==> config.mk <==
export PLATFORM = sky130hd
export DESIGN_NAME = sprite_attr_scanner
export DESIGN_NICKNAME = d
export VERILOG_FILES = /design/src/rtl/sprite_attr_scanner.sv
export SDC_FILE = /design/constraint.sdc
export NUM_CORES = 1
export LEC_CHECK = 0
export CELL_PAD_IN_SITES_DETAIL_PLACEMENT = 2
export CELL_PAD_IN_SITES_GLOBAL_PLACEMENT = 2
export CORE_UTILIZATION = 32
export DETAILED_ROUTE_END_ITERATION = 7
export PLACE_DENSITY = 0.93
export SYNTH_ARGS = -nofsm -noshare
export SYNTH_HDL_FRONTEND = slang
export SYNTH_SLANG_ARGS = --single-unit
==> constraint.sdc <==
create_clock -name clk_i -period 7.6 [get_ports clk_i]
set_clock_uncertainty 0.15 [all_clocks]
set_input_delay 1.52 -clock clk_i [delete_from_list [all_inputs] [get_ports clk_i]]
set_output_delay 1.52 -clock clk_i [all_outputs]
set_load 0.05 [all_outputs]
==> src/rtl/sprite_attr_scanner.sv <==
// Per-scanline sprite attribute scanner: walks the sprite attribute RAM on each
// line_start and hands every sprite that covers the line to the renderer.
module sprite_attr_scanner #(
    parameter int NUM_SPRITES  = 128,
    parameter int MAX_PER_LINE = 64
) (
    input  logic        clk_i,
    input  logic        rst_i,
    input  logic        line_start_i,
    input  logic [9:0]  line_idx_i,
    output logic        rd_en_o,
    output logic [7:0]  rd_addr_o,
    input  logic [31:0] rd_data_i,
    output logic        spr_valid_o,
    input  logic        spr_ready_i,
    output logic [6:0]  spr_idx_o,
    output logic [11:0] spr_addr_o,
    output logic        spr_mode_o,
    output logic [9:0]  spr_x_o,
    output logic [5:0]  spr_row_o,
    output logic        spr_hflip_o,
    output logic [1:0]  spr_z_o,
    output logic [3:0]  spr_coll_o,
    output logic [3:0]  spr_pal_o,
    output logic [1:0]  spr_wcode_o,
    output logic        busy_o,
    output logic        done_o,
    output logic        overflow_o
);

    typedef enum logic [2:0] {IDLE, FETCH0, FETCH1, EVAL, EMIT} state_t;

    localparam logic [6:0] LAST_IDX = 7'(NUM_SPRITES - 1);
    localparam logic [6:0] MAX_CNT  = 7'(MAX_PER_LINE);

    state_t      state, state_n;
    logic [6:0]  index, count, count_inc, fetch_idx;
    logic [9:0]  line_q;
    logic [11:0] w0_addr;
    logic        w0_mode;
    logic [9:0]  w0_x;
    logic [9:0]  height, diff, row_full;
    logic        visible, accept, advance, finish, limit_hit;
    logic        unused_bits;

    assign unused_bits = ^{rd_data_i[14:12], row_full[9:6]};

    // Y-range test on word1; the subtraction wraps at 1024 so sprites straddling
    // the bottom of the coordinate space show up again at the top.
    always_comb begin
        height   = 10'd8 << rd_data_i[31:30];
        diff     = line_q - rd_data_i[9:0];
        visible  = (rd_data_i[19:18] != 2'd0) && (diff < height);
        row_full = rd_data_i[17] ? (height - 10'd1 - diff) : diff;
    end

    always_comb begin
        state_n = state;
        accept  = 1'b0;
        advance = 1'b0;
        if (line_start_i) begin
            state_n = FETCH0;
        end else begin
            case (state)
                IDLE:    state_n = IDLE;
                FETCH0:  state_n = FETCH1;
                FETCH1:  state_n = EVAL;
                EVAL:    if (visible) state_n = EMIT; else advance = 1'b1;
                EMIT: begin
                    if (spr_ready_i) begin
                        accept  = 1'b1;
                        advance = 1'b1;
                    end
                end
                default: state_n = IDLE;
            endcase
        end
        count_inc = count + {6'd0, accept};
        // Running off the end of the table takes precedence over the limit.
        finish    = (index == LAST_IDX) || (count_inc == MAX_CNT);
        limit_hit = (index != LAST_IDX) && (count_inc == MAX_CNT);
        if (advance) state_n = finish ? IDLE : FETCH0;
        fetch_idx = line_start_i ? 7'd0 : index + 7'd1;
    end

    always_ff @(posedge clk_i) begin
        if (rst_i) begin
            state       <= IDLE;
            index       <= 7'd0;
            count       <= 7'd0;
            line_q      <= 10'd0;
            w0_addr     <= 12'd0;
            w0_mode     <= 1'b0;
            w0_x        <= 10'd0;
            rd_en_o     <= 1'b0;
            rd_addr_o   <= 8'd0;
            spr_valid_o <= 1'b0;
            spr_idx_o   <= 7'd0;
            spr_addr_o  <= 12'd0;
            spr_mode_o  <= 1'b0;
            spr_x_o     <= 10'd0;
            spr_row_o   <= 6'd0;
            spr_hflip_o <= 1'b0;
            spr_z_o     <= 2'd0;
            spr_coll_o  <= 4'd0;
            spr_pal_o   <= 4'd0;
            spr_wcode_o <= 2'd0;
            busy_o      <= 1'b0;
            done_o      <= 1'b0;
            overflow_o  <= 1'b0;
        end else begin
            state   <= state_n;
            busy_o  <= (state_n != IDLE);
            done_o  <= advance && finish;
            rd_en_o <= (state_n == FETCH0) || (state_n == FETCH1);
            if (state_n == FETCH0)
                rd_addr_o <= {fetch_idx, 1'b0};
            else if (state_n == FETCH1)
                rd_addr_o <= {index, 1'b1};

            if (line_start_i) begin
                line_q      <= line_idx_i;
                index       <= 7'd0;
                count       <= 7'd0;
                overflow_o  <= 1'b0;
                spr_valid_o <= 1'b0;
            end else begin
                if (state == FETCH1) begin
                    w0_addr <= rd_data_i[11:0];
                    w0_mode <= rd_data_i[15];
                    w0_x    <= rd_data_i[25:16];
                end
                if (state == EVAL && visible) begin
                    spr_valid_o <= 1'b1;
                    spr_idx_o   <= index;
                    spr_addr_o  <= w0_addr;
                    spr_mode_o  <= w0_mode;
                    spr_x_o     <= w0_x;
                    spr_row_o   <= row_full[5:0];
                    spr_hflip_o <= rd_data_i[16];
                    spr_z_o     <= rd_data_i[19:18];
                    spr_coll_o  <= rd_data_i[23:20];
                    spr_pal_o   <= rd_data_i[27:24];
                    spr_wcode_o <= rd_data_i[29:28];
                end
                if (accept) begin
                    spr_valid_o <= 1'b0;
                    count       <= count_inc;
                end
                if (advance) begin
                    if (finish)
                        overflow_o <= limit_hit;
                    else
                        index <= index + 7'd1;
                end
            end
        end
    end

endmodule

# Word level (Yosys, flattened, before mapping)
# Index checks and enable logic that the tools add are counted.
# word_totals
word_cells,73
regBits,112
input_bits,46
# classes
addsub,5
n_eq_ne,9
n_mux,15
order_cmp,1
reduce_logical,16
n_bitwise,2
n_shift,1
# ops
op,count
$mux 8,2
$eq 7x7->1 const B,2
$pmux 3 s4,1
$lt 10x10->1,1
$shl 4x2->10 const A,1
$sub 10x10->10,1
$eq 3x2->1 const B,3
$mux 3,3
$reduce_and 2->1,4
$add 7x1->7,1
$add 7x1->7 const B,1
$mux 7,1
$ne 7x7->1 const B,1
$eq 3x1->1 const B,2
$mux 1,6
$mux 6,1
$sub 6x1->6 const B,1
$sub 6x6->6,1
$logic_and 1x1->1,4
$reduce_bool 2->1,2
$reduce_or 2->1,2
$eq 3x3->1 const B,1
$reduce_bool 3->1,1
$reduce_or 3->1,1
3 further kinds,5

# Depth between registers and ports, before layout
# Gate-level depths: netlist of the first run.
# depth
depth_word,11
depth_mapped,18

# Least setup slack after synthesis of the first run
# Ideal clock, no wire load.
# synth_timing
path_type,input port to flip-flop
start,input rd_data_i[1]
end,register rd_addr_o[4]
t_required_ps,7330
path_buffers,1
stages,17
path_slack_ps,2474
t_arrival_ps,4856
path_cell_list,inv_1 > ha_1 > nor2b_1 > o21ai_0 > or3b_2 > nand2_1 > inv_1 > ha_1 > nor2_1 > and2_1 > o31ai_1 > nor4_4 > a221o_2 > a21o_1 > buf_6 > and3_4 > a211o_1
# synth_via
elab_chain_len,9
word_cells_on_any_way,14
cone_classes,add/sub (1); order compare (1); eq/ne (2); mux (8); reduce/logical (2)
# synth_lines
element,line,text
from (decl),13,"input logic [31:0] rd_data_i,"
$sub 10x10->10 *,52,diff = line_q - rd_data_i[9:0];
$lt 10x10->1 *,53,visible = (rd_data_i[19:18] != 2'd0) && (diff < height);
$logic_and 1x1->1 *,53,
$mux 3 / $mux 1 (equally long branches),68,EVAL: if (visible) state_n = EMIT; else advance = 1'b1;
$pmux 3 s4 / $pmux 1 s2 (equally long branches),64,case (state)
$mux 3 / $mux 1 (equally long branches),61,if (line_start_i) begin
$mux 3 *,82,if (advance) state_n = finish ? IDLE : FETCH0;
$eq 3x1->1 / $eq 3x2->1 (equally long branches),"116, 118",
$mux 8 / $reduce_bool 2->1 (equally long branches),--,
to (signal assigned),117,"rd_addr_o <= {fetch_idx, 1'b0};"
to (signal assigned),119,"rd_addr_o <= {index, 1'b1};"
to (decl),12,"output logic [7:0] rd_addr_o,"
# Every way passes the cells marked *; elsewhere a longest branch is shown, timed or not.
# A chain may end at the register's enable or synchronous reset.

# Worst setup path after layout of the first run
# layout_timing
start,input rd_data_i[1]
end,register spr_row_o[1]
# layout_via
elab_chain_len,5
word_cells_on_any_way,7
cone_classes,add/sub (2); order compare (1); mux (1); reduce/logical (3)
# layout_lines
element,line,text
$sub 10x10->10 *,52,
$lt 10x10->1,53,
$logic_and 1x1->1,53,
$logic_and 1x1->1,133,if (state == EVAL && visible) begin
$reduce_and 2->1 (no source line),--,
to (signal assigned),139,spr_row_o <= row_full[5:0];
to (decl),20,"output logic [5:0] spr_row_o,"
# Marked as above.

==> results of run 1 <==
-- cell type report --
type                            instances  area, um2
Fill cell                            1708       8753
Timing Repair Buffer                  108       1066
Multi-Input combinational cell        458       2625
Clock buffer                            9      225.2
Clock inverter                          7      71.32
Tap cell                              211      264.0
Inverter                               18      67.56
Sequential cell                       112       2242
-- cells by family (layout without fill, tap and decap cells) --
family          after synthesis  in the layout  synth area share [%]
fa+ha+maj                    18             18                 4.593
buf+inv                      54            142                 4.197
mux                          15             15                 3.037
compound gates              135            135                 15.98
flops                       112            112                 44.25
xor+xnor                     23             23                 3.975
simple gates                267            267                 23.98
-- path summary, 6_finish.rpt --
check                                                   to  slack (ps)  cells after the start
worst min-delay path            spr_addr_o[2]$_SDFFE_PP0P_         300                      2
worst max register to register   spr_row_o[1]$_SDFFE_PP0P_        2840                     15
worst min register to register  spr_addr_o[2]$_SDFFE_PP0P_         300                      2
worst max-delay path             spr_row_o[1]$_SDFFE_PP0P_        1420                     17
-- sequential cells by signal, summed over array words and instances, names as in the netlist, 3 cells and up --
signal,flops
spr_addr_o,12
w0_addr,12
line_q,10
spr_x_o,10
w0_x,10
rd_addr_o,8
count,7
index,7
spr_idx_o,7
spr_row_o,6
spr_coll_o,4
spr_pal_o,4
state,3
-- layout by cell type, fill, tap and decap left out, types with 9 or more instances in the layout --
master / Yosys / layout
a21oi_1: 91 / 91
clkbuf_16: 0 / 9
clkdlybuf4s50_1: 0 / 103
dfxtp_1: 112 / 112
ha_1: 17 / 17
inv_1: 17 / 17
mux2i_1: 14 / 14
nand2_1: 156 / 156
nand3_1: 13 / 12
nor2_1: 38 / 38
nor3_1: 12 / 12
xnor2_1: 11 / 11
xor2_1: 12 / 12
-- power breakdown --
part | internal (W) | total, W | switching [W]
Clock | 0.000256 | 0.000480 | 0.000224
Combinational | 0.0000655 | 0.000156 | 0.0000902
Sequential | 0.000594 | 0.000600 | 0.00000642
-- worst reg2reg max path, stage by stage (launching register included) --
cell	delay [ps]
dfxtp_1	400
ha_1	260
nor2b_1	160
o21ai_0	190
or3b_2	460
nand2_1	160
inv_1	80
ha_1	330
nor2_1	150
nor3_1	70
a21oi_1	140
o31ai_1	140
nor4_4	550
and3_2	1020
nor2_1	140
a211oi_1	260
-- routing by layer --
layer	part of all wire (%)	wire, um
met5	0	0
met4	2.3	403
met3	2.9	507
met1	42	7190
met2	53	9203
-- through the flow --
| step | utilization (%) | instance area [um2] | std cells | worst slack (ps) | total power (W) |
|---|---|---|---|---|---|
| floorplan | - | 5067 | 624 | 2474 | 0.0007102 |
| global placement | 40.91 | 6265 | 907 | 1434 | 0.0007584 |
| detailed placement | 40.91 | 6265 | 907 | 1143 | 0.0007689 |
| CTS | 42.84 | 6561 | 923 | 1428 | 0.001254 |
| global route | 42.84 | 6561 | 923 | 1130 | 0.001284 |
| finish | 42.84 | 6561 | 923 | 1421 | 0.001236 |
==> impl_metrics.env, run 1 <==
export IMPL_status="finished clean"
export IMPL_slowest_stage="and3_2"
export IMPL_timing_hold_ws_ps=304.2
export IMPL_first_pass_iters=4
export IMPL_port_buffers=104
export IMPL_grtUsageTotal_pct=22.13
export IMPL_crit_path_cell_trace="clkdlybuf4s50_1 > inv_1 > ha_1 > nor2b_1 > o21ai_0 > or3b_2 > nand2_1 > inv_1 > ha_1 > nor2_1 > nor3_1 > a21oi_1 > o31ai_1 > nor4_4 > and3_2 > nor2_1 > a211oi_1"
export IMPL_drive_above_1_share_pct=5.197
export IMPL_ctsResizeCount=0
export IMPL_syn_area_per_cell_um2=8.121
export IMPL_synthArstFlopShare_pct=0
export IMPL_die_y_um=127.8
export IMPL_grt_setup_unrepaired="false"
export IMPL_fp_row_count=45
export IMPL_setup_viol=0
export IMPL_yosysSeqAreaShare_pct=44.25
export IMPL_synth_ff_type="dfxtp_1"
export IMPL_drv_cap=0
export IMPL_slew_limit_headroom_pct=22.04
export IMPL_ant_nets=0
export IMPL_grtUsageMet3_pct=4.591
export IMPL_syn_num_nets=688
export IMPL_cts_tree="built"
export IMPL_slowest_delay_ps=1020
export IMPL_clockBufferDepth=2
export IMPL_wl_per_cell_um=18.75
export IMPL_cp_end_kind="register"
export IMPL_synthTopCellsByCount="nand2_1, dfxtp_1, a21oi_1"
export IMPL_met1_usage_pct=23.97
export IMPL_syn_cell_area_um2=5067
export IMPL_antenna_found_initial=0
export IMPL_synth_most_common_cell="nand2_1"
export IMPL_tns_ps=0
export IMPL_finalCriticalPeriod_ps=6179
export IMPL_regToRegStartpoint="line_q[1]$_SDFFE_PP0P_"
export IMPL_place_hpwl_mm=12.54
export IMPL_cts_buffers_inserted=9
export IMPL_die_area_um2=16340
export IMPL_max_freq_mhz=161.8
export IMPL_worst_pin_slew_ps=1166
export IMPL_die_x_um=127.8
export IMPL_synth_edf_count=0
export IMPL_synth_cell_types=56
export IMPL_syn_inst=624
export IMPL_fp_coreArea_um2=15310
export IMPL_worstPathArrival_ps=6300
export IMPL_cts_sinks=112
export IMPL_synthTopCellsByArea="dfxtp_1, nand2_1, a21oi_1"
export IMPL_drcViolationCount=0
export IMPL_startpoint="rd_data_i[1]"
export IMPL_grt_max_degree=96
export IMPL_post_route_period_util_pct=81.30
export IMPL_critical_path_class="in -> reg"
export IMPL_wl_mm=17.30
export IMPL_overflow=0
export IMPL_worst_setup_path_start_kind="primary input"
export IMPL_power_density_nw_per_um2=188.4
export IMPL_cts_hold_buf=0
export IMPL_clock_latency_ps=360
export IMPL_ioPinCount=108
export IMPL_yosys_area_top_type="dfxtp_1"
export IMPL_vias_per_cell=5.254
export IMPL_areaGrowthSynthToFinish_pct=29.48
export IMPL_initial_utilization_pct=33.09
export IMPL_nNetsFinal=771
export IMPL_synth_yosys_warnings=0
export IMPL_synth_top_area_share_pct=44.25
export IMPL_hold_path_class="reg -> reg"
export IMPL_busiest_layer="met2"
export IMPL_synth_seq_cells=112
export IMPL_cts_setup_buffers=0
export IMPL_vdd_drop_max_mv=0.1068
export IMPL_path_clk_slew_ps=70
export IMPL_path_delay_family="simple AND/OR/NAND/NOR gates"
export IMPL_htree_levels=3
export IMPL_grt_use_met2_pct=42.39
export IMPL_cts_root_buffer="clkbuf_16"
export IMPL_worstPathMaxFanout=51
export IMPL_path_buf_inv=3
export IMPL_cp_required_ps=7720
export IMPL_cellLeakagePower_nw=2.364
export IMPL_worstHoldStart="w0_addr[2]$_SDFFE_PP0P_"
export IMPL_initialDrtViolationCount=150
export IMPL_grt_pass1_vias=5358
export IMPL_diodes=0
export IMPL_slew_viol_final=0
export IMPL_routabilityCongestion=0.8099
export IMPL_grt_pass1_wl_mm=27.97
export IMPL_hold_viol_final=0
export IMPL_vias=4849
(Power assumes the default switching activity.)
==> run 2, diff against run 1 <==
--- a/config.mk
+++ b/config.mk
@@ -7,9 +7,9 @@
 export LEC_CHECK = 0
 export CELL_PAD_IN_SITES_DETAIL_PLACEMENT = 2
 export CELL_PAD_IN_SITES_GLOBAL_PLACEMENT = 2
-export CORE_UTILIZATION = 32
+export CORE_UTILIZATION = 29
 export DETAILED_ROUTE_END_ITERATION = 7
-export PLACE_DENSITY = 0.93
+export PLACE_DENSITY = 0.86
 export SYNTH_ARGS = -nofsm -noshare
 export SYNTH_HDL_FRONTEND = slang
 export SYNTH_SLANG_ARGS = --single-unit
==> constraint.sdc (replaced) <==
create_clock -name clk_i -period 5.8 [get_ports clk_i]
set_clock_uncertainty 0.15 [all_clocks]
set_input_delay 1.16 -clock clk_i [delete_from_list [all_inputs] [get_ports clk_i]]
set_output_delay 1.16 -clock clk_i [all_outputs]
set_load 0.05 [all_outputs]
==> impl_metrics.env, run 2 (same netlist as run 1, synthesis figures left out) <==
export IMPL_status="finished clean"
export IMPL_final_common_cell="nand2_1"
export IMPL_ant_nets=0
export IMPL_die_y_um=134.2
export IMPL_first_pass_iters=4
export IMPL_setup_viol=0
export IMPL_wl_per_cell_um=17.65
export IMPL_drv_cap=0
export IMPL_port_buffers=104
export IMPL_place_ws_ps=9.972
export IMPL_clock_latency_ps=360
export IMPL_hold_viol_final=0
export IMPL_worstPathArrival_ps=5520
export IMPL_slew_limit_headroom_pct=25.62
export IMPL_wl_mm=16.58
export IMPL_tns_ps=0
export IMPL_place_hpwl_mm=11.80
export IMPL_slowest_stage="clkdlybuf4s50_1"
export IMPL_drcViolationCount=0
export IMPL_grt_max_degree=95
export IMPL_cellLeakagePower_nw=2.400
export IMPL_cp_required_ps=5890
export IMPL_whs_path_depth=2
export IMPL_min_to="spr_row_o[2]$_SDFFE_PP0P_"
export IMPL_cts_sinks=112
export IMPL_power_density_nw_per_um2=247.7
export IMPL_die_x_um=134.2
export IMPL_regToRegStartpoint="line_q[0]$_SDFFE_PP0P_"
export IMPL_vias_per_cell=5.068
export IMPL_path_clk_slew_ps=80
export IMPL_cts_hold_buf=0
export IMPL_slowest_delay_ps=510
export IMPL_initialDrtViolationCount=188
export IMPL_vdd_drop_max_mv=0.1426
export IMPL_post_route_cell_area_um2=6653
export IMPL_reg2regPathDepth=15
export IMPL_fp_coreArea_um2=16820
export IMPL_timing_hold_ws_ps=307.2
export IMPL_diodes=0
export IMPL_worst_setup_path_start_kind="primary input"
export IMPL_antenna_found_initial=0
export IMPL_r2r_end="rd_addr_o[3]$_SDFFE_PP0P_"
export IMPL_crit_path_cell_trace="clkdlybuf4s50_1 > inv_1 > ha_1 > nor2b_1 > o21ai_0 > or3b_2 > nand2_1 > inv_1 > ha_1 > nor2_1 > and2_1 > o31ai_1 > nor4_4 > a221o_2 > a21o_1 > and4_1 > or3_1"
export IMPL_ioPinCount=108
export IMPL_vias=4759
export IMPL_die_area_um2=18010
export IMPL_nNetsFinal=778
export IMPL_top_regs="spr_addr_o (12), w0_addr (12)"
export IMPL_worst_pin_slew_ps=1112
export IMPL_drive_above_1_share_pct=6.120
export IMPL_slew_viol_final=0
export IMPL_ctsResizeCount=0
export IMPL_cts_tree="built"
export IMPL_layout_setup_ws_ps=374.1
export IMPL_place_area_um2=6341
export IMPL_areaGrowthSynthToFinish_pct=31.28
export IMPL_r2r_setup_slack_ps=1400
export IMPL_overflow=0
export IMPL_grt_pass1_wl_mm=27.07
export IMPL_finalCriticalPeriod_ps=5426
export IMPL_max_freq_mhz=184.3
export IMPL_fin_util_pct=39.56
export IMPL_cts_buffers_inserted=9
export IMPL_worstPathMaxFanout=11
export IMPL_fp_row_count=47
export IMPL_grt_setup_unrepaired="false"
export IMPL_hold_path_class="reg -> reg"
export IMPL_clockBufferDepth=2
export IMPL_critical_path_class="in -> reg"
export IMPL_cts_setup_buffers=0
export IMPL_post_route_period_util_pct=93.55
export IMPL_grtUsageTotal_pct=19.18
export IMPL_cp_end_kind="register"
export IMPL_initial_utilization_pct=30.13
export IMPL_cts_root_buffer="clkbuf_16"
export IMPL_worstHoldStart="spr_row_o[2]$_SDFFE_PP0P_"
export IMPL_routabilityCongestion=0.8023
export IMPL_grt_pass1_vias=5360
export IMPL_htree_levels=3
export IMPL_final_cell_mix="nand2_1, dfxtp_1, clkdlybuf4s50_1"
[run 2: final cells by class]
cell class	instances	area (um2)
Clock buffer	9	225.2
Clock inverter	7	86.33
Multi-Input combinational cell	458	2625
Tap cell	220	275.3
Fill cell	1913	10170
Sequential cell	112	2242
Timing Repair Buffer	115	1131
Inverter	18	67.56
[run 2: through the flow]
step                cells  total power (W)
floorplan             624        0.0009306
global placement      923        0.0009982
detailed placement    923         0.001008
CTS                   939         0.001670
global route          939         0.001719
finish                939         0.001648
[run 2: worst max path at each step]
| stage | from | endpoint | slack [ps] | depth (start not counted) |
|---|---|---|---|---|
| after floorplan | rd_data_i[1] | rd_addr_o[7]$_SDFFE_PP0P_ | 1030 | 17 |
| after global placement | rd_data_i[1] | rd_addr_o[3]$_SDFFE_PP0P_ | 160 | 17 |
| after detailed placement | rd_data_i[1] | rd_addr_o[3]$_SDFFE_PP0P_ | 10 | 17 |
| after CTS | rd_data_i[1] | rd_addr_o[3]$_SDFFE_PP0P_ | 380 | 17 |
| after global routing | rd_data_i[1] | rd_addr_o[6]$_SDFFE_PP0P_ | 120 | 18 |
| final | rd_data_i[1] | rd_addr_o[3]$_SDFFE_PP0P_ | 370 | 17 |
[run 2: layer usage]
layer | global-route usage [%] | routed length [um] | part of all wire, %
met1 | 21.12 | 7191 | 43
met2 | 36.59 | 8539 | 52
met3 | 4.384 | 584 | 3.5
met4 | 4.994 | 262 | 1.6
met5 | 0 | 0 | 0
[run 2: worst max-delay path: cells and delay by family]
| kind | cells | cell delay, ps |
|---|---|---|
| compound gates | 4 | 1380 |
| fa+ha+maj | 2 | 580 |
| simple gates | 8 | 1720 |
| buf+inv | 3 | 670 |
[run 2: where the power goes]
group          switching [W]  leakage [nW]  total (W)  internal (W)
combinational       0.000118          1.34   0.000205     0.0000873
clock               0.000311         0.150   0.000657      0.000345
sequential        0.00000833         0.906   0.000786      0.000778
